===== config.mk =====
export PLATFORM = sky130hd
export DESIGN_NAME = mrelbp_ci_frame_ctrl_flat
export DESIGN_NICKNAME = d
export VERILOG_FILES = /design/src/rtl/mrelbp_ci_frame_ctrl_if.sv /design/src/rtl/mrelbp_ci_frame_ctrl.sv /design/src/flat_wrapper.sv
export SDC_FILE = /design/constraint.sdc
export NUM_CORES = 1
export LEC_CHECK = 0
export BUFFER_PORTS_ARGS = -buffer_cell sky130_fd_sc_hd__buf_2
export CORE_UTILIZATION = 30
export DETAILED_ROUTE_END_ITERATION = 6
export GPL_TIMING_DRIVEN = 0
export PLACE_DENSITY = 0.45
export SLEW_MARGIN = 5
export SYNTH_ARGS = -nofsm -noshare
export SYNTH_HDL_FRONTEND = slang
export SYNTH_SLANG_ARGS = --single-unit

===== constraint.sdc =====
create_clock -name clk -period 3.2 [get_ports clk]
set_input_delay 0.32 -clock clk [delete_from_list [all_inputs] [get_ports clk]]
set_output_delay 0.32 -clock clk [all_outputs]
set_load 0.05 [all_outputs]

===== src/rtl/mrelbp_ci_frame_ctrl_if.sv =====
// Handshake/status bundle between the pixel source, the frame controller
// and the line-buffer/CI datapath.
interface mrelbp_ci_frame_ctrl_if #(
  parameter int CW = 8
);
  logic          start_i;
  logic          done_i;
  logic          ci_done_i;
  logic          lb_shift_o;
  logic          win_valid_o;
  logic [CW-1:0] row_o;
  logic [CW-1:0] col_o;
  logic          busy_o;
  logic          progress_done_o;
  logic          err_o;

  modport master (
    output start_i, done_i, ci_done_i,
    input  lb_shift_o, win_valid_o, row_o, col_o, busy_o, progress_done_o, err_o
  );

  modport slave (
    input  start_i, done_i, ci_done_i,
    output lb_shift_o, win_valid_o, row_o, col_o, busy_o, progress_done_o, err_o
  );
endinterface


===== src/rtl/mrelbp_ci_frame_ctrl.sv =====
// Raster-scan frame controller for the radius-6 MRELBP centre-intensity stage:
// tracks pixel position, strobes full-window valids and counts CI results.
//
// state | meaning
// IDLE  | waiting for start_i, not busy
// FILL  | accepting pixels, first 2*RADIUS rows not yet complete
// RUN   | accepting pixels, windows being issued
// DRAIN | all pixels in, waiting for outstanding CI results
// DONE  | one-cycle frame-complete pulse
module mrelbp_ci_frame_ctrl #(
  parameter int IMG_W  = 16,
  parameter int IMG_H  = 16,
  parameter int RADIUS = 6,
  parameter int CW     = 8
) (
  input  logic                   clk,
  input  logic                   rst,
  mrelbp_ci_frame_ctrl_if.slave  bus
);

  localparam int NUM_WIN = (IMG_H - 2*RADIUS) * (IMG_W - 2*RADIUS);
  localparam int RW      = $clog2(NUM_WIN + 1);

  localparam logic [CW-1:0] LAST_COL = CW'(IMG_W - 1);
  localparam logic [CW-1:0] LAST_ROW = CW'(IMG_H - 1);
  localparam logic [CW-1:0] EDGE     = CW'(2*RADIUS);
  localparam logic [CW-1:0] RAD      = CW'(RADIUS);
  localparam logic [RW-1:0] RES_MAX  = RW'(NUM_WIN);

  typedef enum logic [2:0] {
    S_IDLE,
    S_FILL,
    S_RUN,
    S_DRAIN,
    S_DONE
  } state_t;

  state_t        r_state, w_state;
  logic [CW-1:0] r_row, w_row;
  logic [CW-1:0] r_col, w_col;
  logic [RW-1:0] r_res, w_res;
  logic          r_err, w_err;
  logic          r_lb_shift, w_lb_shift;
  logic          r_win_valid, w_win_valid;
  logic [CW-1:0] r_row_o, w_row_o;
  logic [CW-1:0] r_col_o, w_col_o;

  logic w_active;
  logic w_accept;
  logic w_ci_ok;
  logic w_err_evt;

  always_ff @(posedge clk or posedge rst) begin
    if (rst) begin
      r_state     <= S_IDLE;
      r_row       <= '0;
      r_col       <= '0;
      r_res       <= '0;
      r_err       <= 1'b0;
      r_lb_shift  <= 1'b0;
      r_win_valid <= 1'b0;
      r_row_o     <= '0;
      r_col_o     <= '0;
    end else begin
      r_state     <= w_state;
      r_row       <= w_row;
      r_col       <= w_col;
      r_res       <= w_res;
      r_err       <= w_err;
      r_lb_shift  <= w_lb_shift;
      r_win_valid <= w_win_valid;
      r_row_o     <= w_row_o;
      r_col_o     <= w_col_o;
    end
  end

  always_comb begin
    w_state     = r_state;
    w_row       = r_row;
    w_col       = r_col;
    w_res       = r_res;
    w_err       = r_err;
    w_lb_shift  = 1'b0;
    w_win_valid = 1'b0;
    w_row_o     = r_row_o;
    w_col_o     = r_col_o;

    w_active = (r_state == S_FILL) || (r_state == S_RUN);
    w_accept = w_active && bus.done_i;
    w_ci_ok  = w_active || (r_state == S_DRAIN);

    // Result counter saturates at NUM_WIN; overflow is flagged as an error below.
    if (bus.ci_done_i && w_ci_ok && (r_res != RES_MAX)) begin
      w_res = r_res + 1'b1;
    end

    if (w_accept) begin
      w_lb_shift = 1'b1;
      if (r_col == LAST_COL) begin
        w_col = '0;
        w_row = r_row + 1'b1;
      end else begin
        w_col = r_col + 1'b1;
      end
      if ((r_row >= EDGE) && (r_col >= EDGE)) begin
        w_win_valid = 1'b1;
        w_row_o     = r_row - RAD;
        w_col_o     = r_col - RAD;
      end
    end

    case (r_state)
      S_IDLE: begin
        if (bus.start_i) begin
          w_state = S_FILL;
          w_row   = '0;
          w_col   = '0;
          w_res   = '0;
          w_err   = 1'b0;
        end
      end
      S_FILL: begin
        if (w_accept && (r_row == EDGE) && (r_col == '0)) begin
          w_state = S_RUN;
        end
      end
      S_RUN: begin
        if (w_accept && (r_row == LAST_ROW) && (r_col == LAST_COL)) begin
          w_state = S_DRAIN;
        end
      end
      S_DRAIN: begin
        // Also covers the counter having filled up before the last pixel arrived.
        if (w_res == RES_MAX) begin
          w_state = S_DONE;
        end
      end
      S_DONE: begin
        w_state = S_IDLE;
      end
      default: begin
        w_state = S_IDLE;
      end
    endcase

    w_err_evt = (bus.done_i && !w_active)
              || (bus.start_i && (r_state != S_IDLE))
              || (bus.ci_done_i && (!w_ci_ok || (r_res == RES_MAX)));
    w_err = w_err | w_err_evt;
  end

  assign bus.lb_shift_o      = r_lb_shift;
  assign bus.win_valid_o     = r_win_valid;
  assign bus.row_o           = r_row_o;
  assign bus.col_o           = r_col_o;
  assign bus.busy_o          = (r_state != S_IDLE);
  assign bus.progress_done_o = (r_state == S_DONE);
  assign bus.err_o           = r_err;

endmodule


===== src/flat_wrapper.sv =====
// flat-port wrapper written by rule: the top's interface ports become plain ports
module mrelbp_ci_frame_ctrl_flat 
#(
  parameter int IMG_W  = 16,
  parameter int IMG_H  = 16,
  parameter int RADIUS = 6,
  parameter int CW     = 8
)
  (clk, rst, bus_start_i, bus_done_i, bus_ci_done_i, bus_lb_shift_o, bus_win_valid_o, bus_row_o, bus_col_o, bus_busy_o, bus_progress_done_o, bus_err_o);
  mrelbp_ci_frame_ctrl_if #(.CW(CW)) bus_i ();
  input  logic clk;
  input  logic rst;
  input wire logic [$bits(bus_i.start_i)-1:0] bus_start_i;
  input wire logic [$bits(bus_i.done_i)-1:0] bus_done_i;
  input wire logic [$bits(bus_i.ci_done_i)-1:0] bus_ci_done_i;
  output wire logic [$bits(bus_i.lb_shift_o)-1:0] bus_lb_shift_o;
  output wire logic [$bits(bus_i.win_valid_o)-1:0] bus_win_valid_o;
  output wire logic [$bits(bus_i.row_o)-1:0] bus_row_o;
  output wire logic [$bits(bus_i.col_o)-1:0] bus_col_o;
  output wire logic [$bits(bus_i.busy_o)-1:0] bus_busy_o;
  output wire logic [$bits(bus_i.progress_done_o)-1:0] bus_progress_done_o;
  output wire logic [$bits(bus_i.err_o)-1:0] bus_err_o;
  assign bus_i.start_i = bus_start_i;
  assign bus_i.done_i = bus_done_i;
  assign bus_i.ci_done_i = bus_ci_done_i;
  assign bus_lb_shift_o = bus_i.lb_shift_o;
  assign bus_win_valid_o = bus_i.win_valid_o;
  assign bus_row_o = bus_i.row_o;
  assign bus_col_o = bus_i.col_o;
  assign bus_busy_o = bus_i.busy_o;
  assign bus_progress_done_o = bus_i.progress_done_o;
  assign bus_err_o = bus_i.err_o;
  mrelbp_ci_frame_ctrl #(.IMG_W(IMG_W), .IMG_H(IMG_H), .RADIUS(RADIUS), .CW(CW)) u_core (.clk(clk), .rst(rst), .bus(bus_i));
endmodule

==> results of run 1 <==
-- routing by layer --
layer  vias up  GRT usage, %  wire [um]
met5         -             0          0
met4         0          3.69         50
met1       789          18.1       2540
met2        27          19.3       2070
li1        893             -          -
met3         5          3.05        167
-- power breakdown --
group	leakage, nW	switching, W	internal [W]
clock	0.0412	0.000189	0.000153
combinational	0.667	0.000441	0.000319
sequential	0.571	0.0000953	0.000639
total	1.28	0.000725	0.00111
-- final timing paths --
path	startpoint	to	depth (start not counted)
setup / recovery	u_core.r_row[4]$_DFF_PP0_	u_core.bus.row_o[3]$_DFFE_PP0P_	8
hold / removal	rst	u_core.bus.row_o[1]$_DFFE_PP0P_	2
setup reg to reg	u_core.r_row[4]$_DFF_PP0_	u_core.bus.row_o[3]$_DFFE_PP0P_	8
hold reg to reg	u_core.bus.row_o[7]$_DFFE_PP0P_	u_core.bus.row_o[7]$_DFFE_PP0P_	2
max in group asynchronous	rst	u_core.r_state[1]$_DFFE_PP0P_	3
min in group clk	bus_ci_done_i	u_core.bus.err_o$_DFF_PP0_	3
-- placed cells by master (no fill, tap or decap), drive strengths merged, types with 2 or more instances in the layout --
cell / instances
nor3b: 3
o211ai: 2
nand2: 36
and2: 2
o21ai: 15
nor3: 5
a221oi: 2
mux2i: 2
xnor2: 15
clkbuf: 13
nand2b: 3
buf: 31
nor2: 27
inv: 10
xor2: 12
nand4: 3
ha: 8
dfrtp: 43
nor4b: 4
a21oi: 6
nand3: 5
mux2: 2
o31ai: 3
nor4: 5
-- stage by stage --
stage                     instances  hold WS (ns)
final                           375      -0.00427
after global routing            375        0.0199
after floorplan                 242         0.462
after CTS                       375       0.00399
after global placement          366         0.458
after detailed placement        367         0.326
-- registers in the layout (all words and copies together), names as in the netlist --
name / flops
u_core.r_row: 8
u_core.bus.row_o: 8
u_core.bus.win_valid_o: 1
u_core.bus.err_o: 1
u_core.r_col: 8
u_core.bus.col_o: 8
u_core.r_state: 3
u_core.r_res: 5
u_core.bus.lb_shift_o: 1
-- area by class of cell --
| type | instances | share of cell area, % |
|---|---|---|
| Multi-Input combinational cell | 177 | 42.7 |
| Sequential cell | 43 | 40.3 |
| Timing Repair Buffer | 26 | 5.44 |
| Tap cell | 99 | 4.64 |
| Clock buffer | 6 | 2.72 |
| Buffer | 12 | 2.25 |
| Inverter | 10 | 1.41 |
| Clock inverter | 2 | 0.469 |
-- logic make-up (layout without fill, tap and decap cells) --
family,count (synthesis),in the layout
buffers and inverters,22,56
AND/OR/NAND/NOR,103,103
flip-flops,43,43
XOR/XNOR,27,27
multiplexers,4,4
adder cells (fa/ha/maj),8,8
AO/OA/AOI/OAI,35,35
-- critical path: stages, from the launching register on --
cell and delay, ns:
dfrtp_1 0.36, clkbuf_1 0.21, nor4_1 0.53, a22oi_1 0.18
nand2_1 0.12, buf_2 0.21, clkbuf_1 0.35, nand2_1 0.09
o21ai_0 0.08
==> impl_metrics.json, run 1 <==
{
  "outcome": "complete, but fails checks",
  "violations": "hold timing",
  "synth_xor_area_share_pct": 10.5,
  "syn_area_sq_mm": 0.00231,
  "path_clk_slew_ns": 0.09,
  "required_ns": 3.41,
  "powerDensity_mw_per_mm2": 688,
  "crit_fanout": 10,
  "fmax_mhz": 451,
  "cts_resized": 0,
  "grt_antenna_before_repair": 0,
  "endpoint_kind": "flop",
  "avgRoutedWirePerCell_um": 12.9,
  "start_util_pct": 31.4,
  "firstDrtPassIters": 4,
  "drc_errors": 0,
  "synth_compound_area_share_pct": 9.52,
  "clock_sinks": 43,
  "synth-edff-count": 0,
  "fin_crit_sh_pct": 69.3,
  "cts_tree": "yes",
  "htreeDepth": 2,
  "grt_pass1_vias": 1648,
  "register_area_sq_mm": 0.00108,
  "synth.net_count": 255,
  "cts_hold_buf": 0,
  "synth_ff_type": "dfrtp_1",
  "synthDistinctLibCells": 46,
  "wl_mm": 4.82,
  "drive_gt1_share_pct": 17.4,
  "slew_headroom_pct": 59.8,
  "fin_ws_ns": 0.981,
  "setup_viol": 0,
  "ctsLongestPathBuffers": 2,
  "synthMuxAreaShare_pct": 1.84,
  "ys_ff_latch": 43,
  "grt_remaining_overflow": 0,
  "synth_top_family_by_area": "simple AND/OR/NAND/NOR gates",
  "insertion_delay_ns": 0.29,
  "tightest_slew_ns": 0.601,
  "cts_setup_buffers": 0,
  "holdWs_ns": -0.00427,
  "async_reset_ff_share_pct": 100,
  "postRouteAntennaNets": 0,
  "num_rows": 31,
  "fill_cells": 813,
  "slew_violations": 0,
  "via_per_inst": 4.57,
  "ys_top_cells_by_count": "dfrtp_1 (43), nand2_1 (36), nor2_1 (27)",
  "vias": 1714,
  "hp-class": "in2async",
  "skew_ns": 0.0134,
  "dieWidth_um": 89.8,
  "synth_area_leader_cell": "dfrtp_1",
  "finalInstanceArea_sq_mm": 0.00267,
  "grt_max_degree": 29,
  "synthCells": 242,
  "total_power_w": 0.00184,
  "gp_congestion": 0.758,
  "hold_viol_final": 5,
  "finalCriticalPeriod_ns": 2.22,
  "power_leakage_nw": 1.28,
  "multi_input_area_sq_mm": 0.00114,
  "yosysWarnings": 0,
  "rrSetupSlack_ns": 0.98,
  "synth-simple-area-share_pct": 23.0,
  "arrival_ns": 2.43,
  "cts_buffers": 5,
  "nets": 288,
  "utilization_pct": 36.2,
  "cts-root-buf": "clkbuf_8",
  "drv_cap": 0,
  "yosysSeqAreaShare_pct": 46.5,
  "synthAdderAreaFrac_pct": 4.33,
  "synth_top_area_share_pct": 46.5,
  "synthToLayoutAreaGrowth_pct": 15.3,
  "place_ws_ns": 0.956,
  "placed_cell_area_sq_mm": 0.00258,
  "num_antenna_cells": 0,
  "drt_iter0_drc": 54,
  "synthTopCellsByArea": "dfrtp_1 (47%), nand2_1 (5.8%), xnor2_1 (5.3%), xor2_1 (4.5%), nor2_1 (4.4%)",
  "die_h_um": 89.8,
  "track_usage_pct": 12.8,
  "hpwlAfterDp_mm": 3.58,
  "setup_tns_ns": 0,
  "startpoint_type": "flop",
  "synth.avg_cell_area_sq_um": 9.56,
  "core_area_sq_mm": 0.00737,
  "grt_pass1_wl_mm": 8.31,
  "synthMostInstantiatedCell": "dfrtp_1",
  "ir_worst_vdd_mv": 0.245,
  "ios": 26,
  "crit_type": "reg2reg",
  "io_buffers": 25,
  "fp.dieArea_sq_mm": 0.00807,
  "rsz0062_at_grt": "no"
}
No activity file was read; power rests on OpenSTA's default activity.
==> inputs of run 2 (changes only) <==
--- a/config.mk
+++ b/config.mk
@@ -9,7 +9,7 @@
 export CORE_UTILIZATION = 30
 export DETAILED_ROUTE_END_ITERATION = 6
 export GPL_TIMING_DRIVEN = 0
-export PLACE_DENSITY = 0.45
+export PLACE_DENSITY = 0.47
 export SLEW_MARGIN = 5
 export SYNTH_ARGS = -nofsm -noshare
 export SYNTH_HDL_FRONTEND = slang
==> constraint.sdc (replaced) <==
create_clock -name clk -period 1.83 [get_ports clk]
set_input_delay 0.183 -clock clk [delete_from_list [all_inputs] [get_ports clk]]
set_output_delay 0.183 -clock clk [all_outputs]
set_load 0.05 [all_outputs]
==> run 2 against run 1 <==
Against the previous run: the run ends with setup timing left; largest cell class unchanged; register-to-register slack got worse by 1.0 ns; count of clock-buffer cells in the layout fell by 1; critical path type unchanged; non-clock buffer count rose by 15; sequential cell count did not move; sequential share of layout area fell by 4.9 points; final cell count rose by 4.0%; worst setup slack got worse by 1.0 ns; critical path depth fell by 1; clock skew fell by 0.0048 ns; clock power rose by 120%; first-iteration DRC count rose by 57%.
==> impl_metrics.json, run 2 (synthesis results as in run 1) <==
{
  "dieWidth_um": 89.8,
  "violations": "setup timing",
  "insertion_delay_ns": 0.30,
  "htreeDepth": 2,
  "fin_crit_sh_pct": 102,
  "num_rows": 31,
  "cts_buffers": 5,
  "mostFrequentLayoutCells": "dfrtp_1 (38), nand2_1 (33), buf_2 (27)",
  "worstReg2RegStart": "u_core.r_res[0]$_DFF_PP0_",
  "fmax_mhz": 533,
  "cts_tree": "yes",
  "core_area_sq_mm": 0.00737,
  "crit_type": "reg2reg",
  "drv_cap": 0,
  "rr_worst_depth": 7,
  "cp_cell_sequence": "buf_4 -> ha_1 -> nand3_1 -> xor2_2 -> nor4b_4 -> o221a_2 -> a221oi_2",
  "vias": 1807,
  "min_from": "bus_ci_done_i",
  "arrival_ns": 2.08,
  "powerDensity_mw_per_mm2": 1280,
  "required_ns": 2.04,
  "ios": 26,
  "avgRoutedWirePerCell_um": 13.2,
  "cts-root-buf": "clkbuf_8",
  "hpwlAfterDp_mm": 3.63,
  "wl_mm": 5.14,
  "hp-class": "in2reg",
  "critPathBufInv": 1,
  "die_h_um": 89.8,
  "rrSetupSlack_ns": -0.05,
  "utilization_pct": 41.4,
  "setup_viol": 4,
  "grt_pass1_vias": 1730,
  "holdWs_ns": 0.177,
  "gp_congestion": 0.776,
  "drive_gt1_share_pct": 34.0,
  "worst_r2r_endpoint": "u_core.r_state[0]$_DFFE_PP0P_",
  "crit_fanout": 5,
  "clock_sinks": 43,
  "min_to": "u_core.bus.err_o$_DFF_PP0_",
  "fin_ws_ns": -0.0454,
  "fp.dieArea_sq_mm": 0.00807,
  "placed_cell_area_sq_mm": 0.00262,
  "grt_pass1_wl_mm": 8.65,
  "hold_viol_final": 0,
  "track_usage_pct": 13.3,
  "synthToLayoutAreaGrowth_pct": 32.0,
  "outcome": "complete, but fails checks",
  "hold_depth": 3,
  "endpoint_kind": "flop",
  "startpoint_type": "flop",
  "grt_antenna_before_repair": 0,
  "start_util_pct": 31.4,
  "rsz0062_at_grt": "yes",
  "crit_family": "compound AO/OA/AOI/OAI gates",
  "postRouteAntennaNets": 0,
  "drt_iter0_drc": 85,
  "firstDrtPassIters": 4,
  "path_clk_slew_ns": 0.08,
  "via_per_inst": 4.63,
  "grt_remaining_overflow": 0,
  "final_common_cell": "dfrtp_1",
  "finalInstanceArea_sq_mm": 0.00305,
  "critPathSlowestCell": "dfrtp_2",
  "slowest_delay_ns": 0.42,
  "skew_ns": 0.00858,
  "grt_max_degree": 23,
  "io_buffers": 25,
  "fill_cells": 757,
  "nets": 303,
  "total_power_w": 0.00391,
  "tightest_slew_ns": 0.528,
  "slew_headroom_pct": 64.7,
  "ir_worst_vdd_mv": 0.741,
  "drc_errors": 0,
  "num_antenna_cells": 0,
  "slew_violations": 0,
  "power_leakage_nw": 1.43,
  "finalCriticalPeriod_ns": 1.88,
  "ctsLongestPathBuffers": 2
}
run 2: cell count changes in the layout (fill, tap and decap cells not counted), moves of 4 or more:
cell,delta
buf_4,+17
clkbuf_1,-8
dfrtp_1,-5
dfrtp_2,+5
nor4_1,-5
nor2_1,-4
nor4_4,+4
run 2: worst max-delay path by stage:
| stage | from | end | slack (ns) | depth (start not counted) |
|---|---|---|---|---|
| global placement | u_core.r_row[4]$_DFF_PP0_ | u_core.bus.col_o[1]$_DFFE_PP0P_ | -0.43 | 7 |
| CTS | u_core.r_res[0]$_DFF_PP0_ | u_core.r_state[2]$_DFFE_PP0P_ | -0.08 | 7 |
| detailed placement | u_core.r_row[4]$_DFF_PP0_ | u_core.bus.row_o[0]$_DFFE_PP0P_ | -0.46 | 7 |
| floorplan | u_core.r_res[0]$_DFF_PP0_ | u_core.r_state[0]$_DFFE_PP0P_ | -0.09 | 7 |
| finish | u_core.r_res[0]$_DFF_PP0_ | u_core.r_state[0]$_DFFE_PP0P_ | -0.05 | 7 |
| global route | u_core.r_res[0]$_DFF_PP0_ | u_core.r_state[1]$_DFFE_PP0P_ | -0.15 | 7 |
run 2: tightest hold or removal path, stage by stage:
cell and delay (ns):
buf_2 0.11, o21ai_0 0.08, nand2_1 0.06
run 2: layout make-up:
type                            instances  area (sq um)  share of cell area (%)
Sequential cell                        43          1080                    35.5
Tap cell                               99           124                    4.06
Buffer                                  8          60.1                    1.97
Multi-Input combinational cell        177          1340                    43.7
Clock inverter                          3          43.8                    1.43
Clock buffer                            5          68.8                    2.25
Inverter                               10          37.5                    1.23
Timing Repair Buffer                   45           302                    9.88
run 2: metrics by stage:
| stage | setup WS [ns] | TNS (ns) | cells |
|---|---|---|---|
| floorplan | -0.0870 | -0.208 | 242 |
| global placement | -0.427 | -10.33 | 366 |
| detailed placement | -0.460 | -7.32 | 367 |
| CTS | -0.0766 | -0.209 | 380 |
| global route | -0.147 | -1.29 | 390 |
| finish | -0.0454 | -0.131 | 390 |
run 2: where the power goes:
part           total (W)  leakage, nW  switching (W)  internal, W
Sequential       0.00132        0.563       0.000198      0.00112
Combinational    0.00185        0.808       0.000966     0.000880
Clock           0.000746       0.0581       0.000340     0.000407
run 2: layer usage:
| metal | track usage (%) | part of all wire (%) | up-vias |
|---|---|---|---|
| met5 | 0 | 0 | - |
| met4 | 3.55 | 0.87 | 0 |
| met3 | 2.62 | 2.8 | 4 |
| met2 | 20.6 | 46 | 29 |
| met1 | 19.0 | 50 | 855 |
| li1 | - | - | 919 |
run 2: timing repair:
item | in CTS | in global routing
setup endpoints to repair | 39 | 29
setup buffers | 8 | 10
pin swaps | 7 | 11
gates cloned | 0 | 0
hold buffers | 1 | 0
hold endpoints to repair | 21 | 0
gates resized for setup | 25 | 21
